$ cat config.mk
export PLATFORM = sky130hd
export DESIGN_NAME = ball_ctrl
export DESIGN_NICKNAME = d
export VERILOG_FILES = /design/src/rtl/ball_ctrl_pkg.sv /design/src/rtl/ball_paddle_hit.sv /design/src/rtl/ball_ctrl.sv
export SDC_FILE = /design/constraint.sdc
export NUM_CORES = 1
export LEC_CHECK = 0
export CORE_MARGIN = 2
export CORE_UTILIZATION = 51
export DETAILED_ROUTE_END_ITERATION = 10
export GPL_TIMING_DRIVEN = 0
export PLACE_DENSITY = 0.89
export SETUP_SLACK_MARGIN = 0.05
export SYNTH_ARGS = -nofsm -noshare
export SYNTH_HDL_FRONTEND = slang
export SYNTH_SLANG_ARGS = --single-unit
export TNS_END_PERCENT = 5
$ cat constraint.sdc
create_clock -name clk -period 5.61 [get_ports clk]
set_input_delay 1.4025 -clock clk [delete_from_list [all_inputs] [get_ports clk]]
set_output_delay 1.4025 -clock clk [all_outputs]
set_load 0.01 [all_outputs]
$ cat src/rtl/ball_ctrl_pkg.sv
// Shared geometry, speeds and types for the pong ball engine.
// Sprites carry inclusive bounds; velocities are sign+magnitude.
package ball_ctrl_pkg;

    localparam int SCREEN_H_RES     = 640;
    localparam int SCREEN_V_RES     = 480;
    localparam int SCREEN_BORDER    = 10;
    localparam int BALL_SIDE        = 10;
    localparam int PADDLE_HEIGHT    = 50;
    localparam int PADDLE_CENTER    = PADDLE_HEIGHT / 2;

    localparam int X_POS_W          = 10;
    localparam int Y_POS_W          = 9;
    localparam int SPEED_W          = 4;

    localparam int DEFLECT_SPEED_X  = 4;
    localparam int DEFLECT_SPEED_Y  = 1;
    localparam int SIDE_HIT_SPEED_Y = 5;

    localparam int BALL_START_X     = (SCREEN_H_RES - BALL_SIDE) / 2;
    localparam int BALL_START_Y     = (SCREEN_V_RES - BALL_SIDE) / 2;

    typedef struct packed {
        logic [X_POS_W-1:0] x_pos;
        logic [Y_POS_W-1:0] y_pos;
        logic [X_POS_W-1:0] right;
        logic [Y_POS_W-1:0] bottom;
    } sprite_t;

    typedef enum logic [1:0] {SERVE, MOVE, SCORED} ball_state_t;

    // dir is 1 for left (x axis) or up (y axis)
    typedef struct packed {
        logic               dir;
        logic [SPEED_W-2:0] mag;
    } ball_vel_t;

endpackage

$ cat src/rtl/ball_paddle_hit.sv
// Combinational paddle collision test: reports a hit, the x the ball snaps to,
// and the new vertical velocity derived from where on the paddle it struck.
module ball_paddle_hit
    import ball_ctrl_pkg::*;
#(
    parameter bit RIGHT_SIDE = 1'b0
) (
    input  logic [X_POS_W-1:0] ball_x,
    input  logic [Y_POS_W-1:0] ball_y,
    input  logic [X_POS_W:0]   next_x,
    input  logic               dir_left,
    input  sprite_t            paddle,
    output logic               hit,
    output logic [X_POS_W-1:0] hit_x,
    output ball_vel_t          vy
);

    logic [X_POS_W:0] ball_right;
    logic [X_POS_W:0] next_right;
    logic [Y_POS_W:0] ball_bottom;
    logic [Y_POS_W:0] ball_mid;
    logic [Y_POS_W:0] off;
    logic             y_overlap;
    logic             hit_left;
    logic             hit_right;

    assign ball_right  = {1'b0, ball_x} + (X_POS_W+1)'(BALL_SIDE - 1);
    assign next_right  = next_x + (X_POS_W+1)'(BALL_SIDE - 1);
    assign ball_bottom = {1'b0, ball_y} + (Y_POS_W+1)'(BALL_SIDE - 1);
    assign ball_mid    = {1'b0, ball_y} + (Y_POS_W+1)'(BALL_SIDE / 2);

    assign y_overlap = (ball_y <= paddle.bottom) && (ball_bottom >= {1'b0, paddle.y_pos});

    // A left-moving ball may have wrapped below zero; the top bit of next_x flags that
    assign hit_left  = dir_left && y_overlap && (ball_x > paddle.right)
                     && (next_x[X_POS_W] || (next_x[X_POS_W-1:0] <= paddle.right));
    assign hit_right = !dir_left && y_overlap && (ball_right < {1'b0, paddle.x_pos})
                     && (next_right >= {1'b0, paddle.x_pos});

    assign hit   = RIGHT_SIDE ? hit_right : hit_left;
    assign hit_x = RIGHT_SIDE ? (paddle.x_pos - X_POS_W'(BALL_SIDE))
                              : (paddle.right + X_POS_W'(1));

    // NOTE: every branch assigns off, so no latch is inferred
    always_comb begin
        off = ball_mid - {1'b0, paddle.y_pos};
        if (ball_mid < {1'b0, paddle.y_pos}) begin
            off = '0;
        end else if (off > (Y_POS_W+1)'(PADDLE_HEIGHT - 1)) begin
            off = (Y_POS_W+1)'(PADDLE_HEIGHT - 1);
        end
    end

    assign vy.mag = ((off < (Y_POS_W+1)'(PADDLE_HEIGHT / 4))
                  || (off >= (Y_POS_W+1)'(3 * PADDLE_HEIGHT / 4)))
                  ? (SPEED_W-1)'(SIDE_HIT_SPEED_Y) : (SPEED_W-1)'(DEFLECT_SPEED_Y);
    assign vy.dir = off < (Y_POS_W+1)'(PADDLE_CENTER);

endmodule

$ cat src/rtl/ball_ctrl.sv
// Pong ball engine: serves from centre, moves once per frame, bounces off the
// borders and paddles, and pulses a score when a paddle misses.
module ball_ctrl
    import ball_ctrl_pkg::*;
#(
    parameter int SERVE_FRAMES = 60
) (
    input  logic    clk,
    input  logic    rst_n,
    input  logic    frame_tick_i,
    input  logic    pause_i,
    input  sprite_t player_i,
    input  sprite_t enemy_i,
    output sprite_t ball_o,
    output logic    ball_dir_left_o,
    output logic    score_player_o,
    output logic    score_enemy_o
);

    localparam int CNT_W = (SERVE_FRAMES > 1) ? $clog2(SERVE_FRAMES) : 1;

    ball_state_t        state_q, state_d;
    logic [CNT_W-1:0]   cnt_q, cnt_d;
    logic [X_POS_W-1:0] x_q, x_d;
    logic [Y_POS_W-1:0] y_q, y_d;
    logic               left_q, left_d;
    ball_vel_t          vy_q, vy_d;
    logic               score_player_q, score_player_d;
    logic               score_enemy_q, score_enemy_d;

    logic               update;
    logic [X_POS_W:0]   nx;
    logic [Y_POS_W:0]   ny;
    logic               ny_top, ny_bot, miss;
    logic               hit_l, hit_r;
    logic [X_POS_W-1:0] hit_l_x, hit_r_x;
    ball_vel_t          hit_l_vy, hit_r_vy;

    assign update = frame_tick_i && !pause_i;

    // One bit wider than the position so a step past zero is visible
    assign nx = left_q ? ({1'b0, x_q} - (X_POS_W+1)'(DEFLECT_SPEED_X))
                       : ({1'b0, x_q} + (X_POS_W+1)'(DEFLECT_SPEED_X));
    assign ny = vy_q.dir ? ({1'b0, y_q} - (Y_POS_W+1)'(vy_q.mag))
                         : ({1'b0, y_q} + (Y_POS_W+1)'(vy_q.mag));

    assign ny_top = (vy_q.dir && ny[Y_POS_W]) || (ny < (Y_POS_W+1)'(SCREEN_BORDER));
    assign ny_bot = (ny + (Y_POS_W+1)'(BALL_SIDE)) > (Y_POS_W+1)'(SCREEN_V_RES - SCREEN_BORDER);
    assign miss   = !hit_l && !hit_r
                  && ((left_q && nx[X_POS_W])
                   || (!left_q && ((nx + (X_POS_W+1)'(BALL_SIDE)) > (X_POS_W+1)'(SCREEN_H_RES))));

    ball_paddle_hit #(.RIGHT_SIDE(1'b0)) u_hit_player (
        .ball_x   (x_q),
        .ball_y   (y_q),
        .next_x   (nx),
        .dir_left (left_q),
        .paddle   (player_i),
        .hit      (hit_l),
        .hit_x    (hit_l_x),
        .vy       (hit_l_vy)
    );

    ball_paddle_hit #(.RIGHT_SIDE(1'b1)) u_hit_enemy (
        .ball_x   (x_q),
        .ball_y   (y_q),
        .next_x   (nx),
        .dir_left (left_q),
        .paddle   (enemy_i),
        .hit      (hit_r),
        .hit_x    (hit_r_x),
        .vy       (hit_r_vy)
    );

    always_comb begin
        state_d        = state_q;
        cnt_d          = cnt_q;
        x_d            = x_q;
        y_d            = y_q;
        left_d         = left_q;
        vy_d           = vy_q;
        score_player_d = 1'b0;
        score_enemy_d  = 1'b0;
        if (update) begin
            case (state_q)
                SERVE: begin
                    if (cnt_q == CNT_W'(SERVE_FRAMES - 1)) state_d = MOVE;
                    else                                   cnt_d   = cnt_q + 1'b1;
                end
                MOVE: begin
                    if (miss) begin
                        // Ball freezes; serve direction is inherited from left_q
                        state_d        = SCORED;
                        score_enemy_d  = left_q;
                        score_player_d = !left_q;
                    end else begin
                        if (hit_l) begin
                            x_d    = hit_l_x;
                            left_d = 1'b0;
                            vy_d   = hit_l_vy;
                        end else if (hit_r) begin
                            x_d    = hit_r_x;
                            left_d = 1'b1;
                            vy_d   = hit_r_vy;
                        end else begin
                            x_d = nx[X_POS_W-1:0];
                        end
                        if (ny_top) begin
                            y_d      = Y_POS_W'(SCREEN_BORDER);
                            vy_d.dir = 1'b0;
                        end else if (ny_bot) begin
                            y_d      = Y_POS_W'(SCREEN_V_RES - SCREEN_BORDER - BALL_SIDE);
                            vy_d.dir = 1'b1;
                        end else begin
                            y_d = ny[Y_POS_W-1:0];
                        end
                    end
                end
                SCORED: begin
                    state_d  = SERVE;
                    cnt_d    = '0;
                    x_d      = X_POS_W'(BALL_START_X);
                    y_d      = Y_POS_W'(BALL_START_Y);
                    vy_d.dir = 1'b0;
                    vy_d.mag = (SPEED_W-1)'(DEFLECT_SPEED_Y);
                end
                default: state_d = SERVE;
            endcase
        end
    end

    // NOTE: state registers use non-blocking assignments so all update together
    always_ff @(posedge clk or negedge rst_n) begin
        if (!rst_n) begin
            state_q        <= SERVE;
            cnt_q          <= '0;
            x_q            <= X_POS_W'(BALL_START_X);
            y_q            <= Y_POS_W'(BALL_START_Y);
            left_q         <= 1'b1;
            vy_q.dir       <= 1'b0;
            vy_q.mag       <= (SPEED_W-1)'(DEFLECT_SPEED_Y);
            score_player_q <= 1'b0;
            score_enemy_q  <= 1'b0;
        end else begin
            state_q        <= state_d;
            cnt_q          <= cnt_d;
            x_q            <= x_d;
            y_q            <= y_d;
            left_q         <= left_d;
            vy_q           <= vy_d;
            score_player_q <= score_player_d;
            score_enemy_q  <= score_enemy_d;
        end
    end

    assign ball_o.x_pos    = x_q;
    assign ball_o.y_pos    = y_q;
    assign ball_o.right    = x_q + X_POS_W'(BALL_SIDE - 1);
    assign ball_o.bottom   = y_q + Y_POS_W'(BALL_SIDE - 1);
    assign ball_dir_left_o = left_q;
    assign score_player_o  = score_player_q;
    assign score_enemy_o   = score_enemy_q;

endmodule

### Word-level counts from Yosys, hierarchy flattened

Cells that the tools add are included.

| word-level totals | value |
|---|---|
| bits in registers | 34 |
| input port bits | 80 |
| output and inout port bits | 41 |
| logic and storage cells | 125 |

| operators by class | value |
|---|---|
| add/sub/neg operators | 17 |
| $lt $le $gt $ge | 21 |
| equal/unequal tests | 9 |
| mux-type cells | 35 |
| bitwise logic cells | 1 |
| reductions and logical operators | 33 |

Operator list:

| cell | count |
|---|---|
| $mux W10 | 8 |
| $lt A10 B4 Y1 const B | 3 |
| $mux W9 | 3 |
| $add A11 B4 Y11 const B | 2 |
| $add A10 B4 Y10 const B | 2 |
| $ge A10 B6 Y1 const B | 2 |
| $ge A10 B9 Y1 | 2 |
| $gt A10 B6 Y1 const B | 2 |
| $lt A10 B5 Y1 const B | 2 |
| $lt A10 B9 Y1 | 2 |
| $pmux W10 S2 | 1 |
| $sub A10 B9 Y10 | 2 |
| $le A9 B9 Y1 | 2 |
| $pmux W9 S2 | 1 |
| $logic_and A1 B1 Y1 | 14 |
| $mux W4 | 3 |
| $pmux W6 S2 | 1 |
| $reduce_and A4 Y1 | 3 |
| $add A10 B3 Y11 const B | 1 |
| $add A10 B4 Y11 const B | 1 |
| $ge A11 B10 Y1 | 1 |
| $gt A11 B10 Y1 const B | 1 |
| $lt A11 B10 Y1 | 1 |
| $mux W11 | 1 |
| 30 further kinds | 55 |

### Depth between registers and ports, before layout

| depth | value |
|---|---|
| depth in word-level cells | 14 |
| mapped depth | 19 |
| mapped depth without buffers | 18 |

### Cells and area by module

Synthesis repeated with hierarchy kept, for this count alone.

| unflattened totals | value |
|---|---|
| cell total of the unflattened synthesis | 961 |
| area total of the unflattened synthesis | 7444.6 um^2 |

By module, submodules not included:

| module | times used | cells an instance | area each (um^2) | sequential area each (um^2) |
|---|---|---|---|---|
| ball_ctrl | 1 | 453 | 3644.7 | 868.3 |
| ball_paddle_hit (u_hit_enemy) | 1 | 264 | 1979.4 | 0.0 |
| ball_paddle_hit (u_hit_player) | 1 | 244 | 1820.5 | 0.0 |

### Least setup slack after synthesis

No wires, ideal clock.

| timing path | value |
|---|---|
| kind | flip-flop to flip-flop |
| start point | reg x_q[2] |
| end point | reg state_q[1] |
| library setup time | 125 ps |
| arrival time | 4643 ps |
| required time | 5485 ps |
| setup slack | 842 ps |
| cell stages (with the launch flop) | 17 |
| buffers on the path | 0 |
| clock period less this slack | 4768 ps |
| cell sequence | dfrtp_1 > fa_1 > a211oi_1 > nor2_1 > xnor2_1 > or4_4 > xnor2_1 > ha_1 > and3_1 > a2111oi_0 > o21ai_0 > a21oi_1 > a31oi_4 > nor2_2 > a21boi_1 > a211oi_1 > mux2_2 |

| between the ends | value |
|---|---|
| cells in the longest elaborated chain, start to end | 10 |
| elaborated cells between the ends (all ways) | 25 |
| classes of those cells | 5 x add/sub; 5 x order compare; 1 x eq/ne; 1 x mux; 13 x reduce/logical |

Ends and longest elaborated chain:

| what | line | RTL |
|---|---|---|
| start, declared | ball_ctrl.sv:24 | `logic [X_POS_W-1:0] x_q, x_d;` |
| start signal, assigned | ball_ctrl.sv:137 | `x_q <= X_POS_W'(BALL_START_X);` |
| $add A10 B3 Y11 or $sub A10 B3 Y11 (tied branches) | ball_ctrl.sv:43, ball_ctrl.sv:42 |  |
| $mux W11 | ball_ctrl.sv:42 | `assign nx = left_q ? ({1'b0, x_q} - (X_POS_W+1)'(DEFLECT_SPEED_X))` |
| $add A11 B4 Y11 or $le A10 B10 Y1 (tied branches) | ball_paddle_hit.sv:28, ball_paddle_hit.sv:36 |  |
| $ge A11 B10 Y1 or $logic_or A1 B1 Y1 (tied branches) | ball_paddle_hit.sv:38, ball_paddle_hit.sv:36 |  |
| $logic_and A1 B1 Y1 (on tied branches) | ball_paddle_hit.sv:38, ball_paddle_hit.sv:36 |  |
| $logic_not A1 Y1 | ball_ctrl.sv:49 | `assign miss = !hit_l && !hit_r` |
| $logic_and A1 B1 Y1 | ball_ctrl.sv:49 |  |
| $logic_and A1 B1 Y1 * | ball_ctrl.sv:50 | `&& ((left_q && nx[X_POS_W])` |
| $ne A2 B2 Y1 (no line) * | -- |  |
| $reduce_and A3 Y1 (no line) * | -- |  |
| end signal, assigned | ball_ctrl.sv:145 | `state_q <= state_d;` |
| end, declared | ball_ctrl.sv:22 | `ball_state_t state_q, state_d;` |

Every way passes the cells marked *; elsewhere a longest branch is shown, timed or not.
A chain may end at the register's enable or synchronous reset.

### Final worst setup path

| timing path | value |
|---|---|
| start point | reg x_q[5] |
| end point | reg vy_q[3] (netlist bit) |

| between the ends | value |
|---|---|
| cells in the longest elaborated chain, start to end | 10 |
| elaborated cells between the ends (all ways) | 31 |
| classes of those cells | 5 x add/sub; 5 x order compare; 2 x eq/ne; 6 x mux; 13 x reduce/logical |

Ends and longest elaborated chain:

| what | line | RTL |
|---|---|---|
| $add A10 B3 Y11 or $sub A10 B3 Y11 (tied branches) | ball_ctrl.sv:43, ball_ctrl.sv:42 |  |
| $mux W11 | ball_ctrl.sv:42 |  |
| $add A11 B4 Y11 or $le A10 B10 Y1 (tied branches) | ball_paddle_hit.sv:28, ball_paddle_hit.sv:36 |  |
| $ge A11 B10 Y1 or $logic_or A1 B1 Y1 (tied branches) | ball_paddle_hit.sv:38, ball_paddle_hit.sv:36 |  |
| $logic_and A1 B1 Y1 (on tied branches) | ball_paddle_hit.sv:38, ball_paddle_hit.sv:36 |  |
| $logic_not A1 Y1 or $mux W4 (tied branches) | ball_ctrl.sv:49, ball_ctrl.sv:97 |  |
| $logic_and A1 B1 Y1 or $mux W1 (tied branches) | ball_ctrl.sv:49, ball_ctrl.sv:111 |  |
| $logic_and A1 B1 Y1 or $mux W1 (tied branches) | ball_ctrl.sv:50, ball_ctrl.sv:108 |  |
| $ne A2 B2 Y1 (no line) or $mux W4 (tied branches) | -- |  |
| $reduce_and A4 Y1 (no line) or $pmux W4 S2 (tied branches) | -- |  |
| end signal, assigned | ball_ctrl.sv:150 | `vy_q <= vy_d;` |
| end, declared | ball_ctrl.sv:27 | `ball_vel_t vy_q, vy_d;` |

Several ways; a longest one is shown, not always the timed one. The select of a mux whose other input is x is not followed.

==> results <==
- After clock tree synthesis, the clock-pin slew on the worst setup and hold paths is 0.05 ns.
- The cell area after synthesis is 6245 um2.
- In the final design database the tool counted 1115 nets.
- The headroom to the max-slew limit is 49.03%.
- The setup check on the worst reg-to-reg path leaves a slack of 0.24 ns.
- Measured along the y axis, the die boundary spans 114.7 um.
- Max-cap violations in this run came to 0.
- The remaining global-route overflow is 0.
- The start of the worst register-to-register path is x_q[5]$_DFFE_PN1P_.
- The global routing stage identified its most utilized layer as met2.
- In the global route stage, met3 resource usage came out at 3.388%.
- The die covers 13150 um2.
- The number of search-and-repair iterations in the first detailed-routing pass is 5.
- The total count of hold-check failures in the final report is 0.
- CTS built an H-tree with a depth of 2.
- The final routed wirelength across all metal layers is 17760 um.
- Once layout is complete, the utilization of the core stands at 63.51%.
- The path class of the tightest hold or removal check is reg -> reg.
- Along the worst path, the maximum fanout reaches 10.
- For this run, the number of Yosys warnings is 0.
- At the pin with the least slew margin, the transition time is 0.7576 ns.
- The clock net in this run drives a total of 32 sinks.
- Data on the critical path arrives at its endpoint at 5.54 ns.
- The per-cell via count in the routed design is 6.087.
- The share of flip-flops with an asynchronous set or reset after synthesis is 100.0%.
- The number of clock buffers added by TritonCTS is 5.
- Global routing used 35.47% of the available met1 tracks.
- After synthesis, the mean cell area works out to 7.738 um2.
- Setup repair after global routing could not meet its margin everywhere.
- The weighted congestion reported at the end of routability-driven placement is 0.9803.
- Leaving out fill and tap cells, the most frequent cells in the layout are sky130_fd_sc_hd__ha_1 (117), sky130_fd_sc_hd__clkdlybuf4s50_1 (99), sky130_fd_sc_hd__inv_1 (80).
- The setup clock skew after layout is 0.006927 ns.
- After detailed routing, the number of remaining DRC violations is 0.
- The number of instances in the synthesized netlist is 807.
- For the worst-skew pair, the clock arrives at the later sink with an insertion delay of 0.28 ns.
- After detailed routing, the average wire length per cell comes to 16.73 um.
- In this run, synthesis inferred 0 flip-flops with an integrated enable.
- The core area is 11960 um2.
- Across all layers, the routed design uses 6464 vias.
- The DRC marker count from the first detailed-route iteration is 408.
- During I/O placement, the number of pins put on the boundary was 121.
- The cell count of the worst reg-to-reg path is 16.
- The detailed placement HPWL is 14360 um.
- The endpoint class of the critical path is a flop.
- Setup violations remaining at the end of the flow were counted as 0.
- Synthesis inferred 32 register bits.
- The portion of the clock cycle consumed by the worst path in the final layout is 95.80%.
- The maximum number of pins on one net before global-route repair is 33.
- Row generation in the floorplan step produced 40 rows.
- The worst setup path is launched from a flop.
- The tightest hold path in the finished design has a slack of 0.5185 ns.
- Data on the critical path is required at its endpoint by 5.77 ns.
- The number of different library cells used by synthesis comes to 68.
- Global routing used 46.55% of the available met2 tracks.
- Timing would allow up to 186.1 MHz.
- The final-report max-slew violation count is 0.
- The initial antenna violation count is 0.
- The accumulated negative setup slack is 0 ns.
- Following the worst setup path forward leads to its endpoint at vy_q[3]$_DFFE_PN0P_.
- The repair_antennas step left the layout with diodes totalling 0.
- The clock period minus final worst setup slack is 5.374 ns.
- The number of nets in the synthesized netlist is 1008.
- The root buffer cell chosen for the clock tree is sky130_fd_sc_hd__clkbuf_16.
- The endpoint identified for the worst register-to-register timing path is vy_q[3]$_DFFE_PN0P_.
- Once the floorplan was initialized, standard cells occupied 52.21% of the core.
- The number of stages on the worst hold path is 1.
- The number of global-route vias before repair is 6185.
- The area overhead of the layout relative to synthesis is 21.66%.
- The critical path is of the reg -> reg type.
- The overall global routing resource usage is 27.06%.
- Post-CTS timing repair inserted 0 buffers for setup.
- In this run the horizontal extent of the chip is 114.7 um.
- Sequential elements use 13.08% of the synthesized area.
- The maximum buffer depth of the clock tree is 2.
- The flow ran to the end, and the final reports show no timing, DRC or antenna violations.
- The top flip-flop cell by instance count after synthesis is sky130_fd_sc_hd__dfrtp_1.
- The clock tree from TritonCTS is built.
- The fraction of final layout cells with drive strength greater than 1 is 4.918%.
- The number of routed nets with antenna violations is 0.
- The wire length of the first global-routing pass is 28970 um.
- The total of buffers placed on input and output ports is 100.
- The beginning of the critical path is x_q[5]$_DFFE_PN1P_.
- The library cell used most frequently in the layout, excluding fill and tap cells, is sky130_fd_sc_hd__ha_1.
[registers in the layout, indices dropped and copies added (netlist names)]
signal           count
state_q              2
score_player_o       1
cnt_q                6
vy_q                 2
ball_dir_left_o      1
x_q                 10
y_q                  9
score_enemy_o        1
[synth_stat cells (4+ instances only)]
cell type	count	area share, %
sky130_fd_sc_hd__a211oi_1	12	1.4
sky130_fd_sc_hd__and3_1	4	0.40
sky130_fd_sc_hd__clkbuf_1	12	0.72
sky130_fd_sc_hd__xnor2_1	43	6.0
sky130_fd_sc_hd__a211o_1	8	1.1
sky130_fd_sc_hd__o2111ai_1	4	0.56
sky130_fd_sc_hd__a21o_1	20	2.4
sky130_fd_sc_hd__fa_1	4	1.3
sky130_fd_sc_hd__o211ai_1	15	1.8
sky130_fd_sc_hd__o21ai_0	53	4.2
sky130_fd_sc_hd__nor3_1	15	1.2
sky130_fd_sc_hd__o21bai_1	6	0.72
sky130_fd_sc_hd__a21oi_1	67	5.4
sky130_fd_sc_hd__nor4_1	7	0.70
sky130_fd_sc_hd__xor2_1	25	3.5
sky130_fd_sc_hd__and2_1	4	0.40
sky130_fd_sc_hd__mux2i_1	6	0.96
sky130_fd_sc_hd__ha_1	117	23
sky130_fd_sc_hd__nand2b_1	12	1.2
sky130_fd_sc_hd__o21a_1	11	1.3
sky130_fd_sc_hd__dfstp_2	13	5.5
sky130_fd_sc_hd__a31oi_1	10	1.0
sky130_fd_sc_hd__nor2b_1	18	1.8
sky130_fd_sc_hd__nand4_1	15	1.5
sky130_fd_sc_hd__nand3_1	17	1.4
sky130_fd_sc_hd__dfrtp_1	19	7.6
sky130_fd_sc_hd__o31ai_1	6	0.72
sky130_fd_sc_hd__inv_1	80	4.8
sky130_fd_sc_hd__mux2_1	4	0.72
sky130_fd_sc_hd__or3_1	11	1.1
sky130_fd_sc_hd__nand2_1	43	2.6
sky130_fd_sc_hd__nor2_1	65	3.9
[logic make-up after synthesis]
| kind of cell | after synthesis | share of synthesized area (%) |
|---|---|---|
| buf+inv | 97 | 5.931 |
| xor+xnor | 68 | 9.537 |
| flops | 32 | 13.08 |
| fa+ha+maj | 121 | 24.72 |
| mux | 13 | 2.224 |
| simple gates | 232 | 18.99 |
| compound gates | 244 | 25.51 |
[metrics by stage]
step | cell area [um2] | setup slack (ns) | instances
floorplan | 6245 | 0.8422 | 807
global placement | 7430 | 0.1071 | 1054
detailed placement | 7430 | -0.02531 | 1054
CTS | 7577 | 0.08359 | 1062
global route | 7597 | 0.005201 | 1062
finish | 7597 | 0.2358 | 1062
[how the worst min path moves through the flow]
stage	start	to	slack, ns
after CTS	cnt_q[3]$_DFFE_PN0P_	cnt_q[3]$_DFFE_PN0P_	0.51
after floorplan	cnt_q[3]$_DFFE_PN0P_	cnt_q[3]$_DFFE_PN0P_	0.47
final	cnt_q[3]$_DFFE_PN0P_	cnt_q[3]$_DFFE_PN0P_	0.52
after global placement	cnt_q[3]$_DFFE_PN0P_	cnt_q[3]$_DFFE_PN0P_	0.50
after detailed placement	cnt_q[3]$_DFFE_PN0P_	cnt_q[3]$_DFFE_PN0P_	0.50
after global routing	cnt_q[3]$_DFFE_PN0P_	cnt_q[3]$_DFFE_PN0P_	0.53
[metal layers]
layer,up-vias,part of all wire (%)
met2,236,47
met5,-,0
met3,39,6.5
li1,3167,-
met4,0,2.7
met1,3022,44
[timing repair]
| item | CTS | global route |
|---|---|---|
| setup endpoints to repair | 2 | 22 |
| hold buffers | 0 | 0 |
| resized for setup | 2 | 4 |
[area by class of cell]
class / instances / area (um2)
Buffer: 16 / 66.31
Clock buffer: 7 / 132.6
Clock inverter: 1 / 5.005
Fill cell: 990 / 4364
Inverter: 81 / 304.0
Multi-Input combinational cell: 678 / 5092
Sequential cell: 32 / 817.0
Tap cell: 147 / 183.9
Timing Repair Buffer: 100 / 996.0
[critical path, stage by stage (launching register included)]
cell and delay [ns]:
sky130_fd_sc_hd__dfstp_2 0.69, sky130_fd_sc_hd__ha_1 0.35, sky130_fd_sc_hd__a21o_1 0.22, sky130_fd_sc_hd__a221o_1 0.32, sky130_fd_sc_hd__nor3b_2 0.46, sky130_fd_sc_hd__inv_1 0.15
sky130_fd_sc_hd__ha_1 0.33, sky130_fd_sc_hd__a21o_1 0.16, sky130_fd_sc_hd__a21o_1 0.16, sky130_fd_sc_hd__a21oi_1 0.17, sky130_fd_sc_hd__a211oi_1 0.15, sky130_fd_sc_hd__nor4_1 0.72
sky130_fd_sc_hd__clkbuf_1 0.50, sky130_fd_sc_hd__o31ai_1 0.20, sky130_fd_sc_hd__o32ai_1 0.23, sky130_fd_sc_hd__a21oi_1 0.12, sky130_fd_sc_hd__mux2_1 0.31
Power is not shown: default switching activity piles up to over one toggle a cycle in this logic, so the estimate is an artifact.
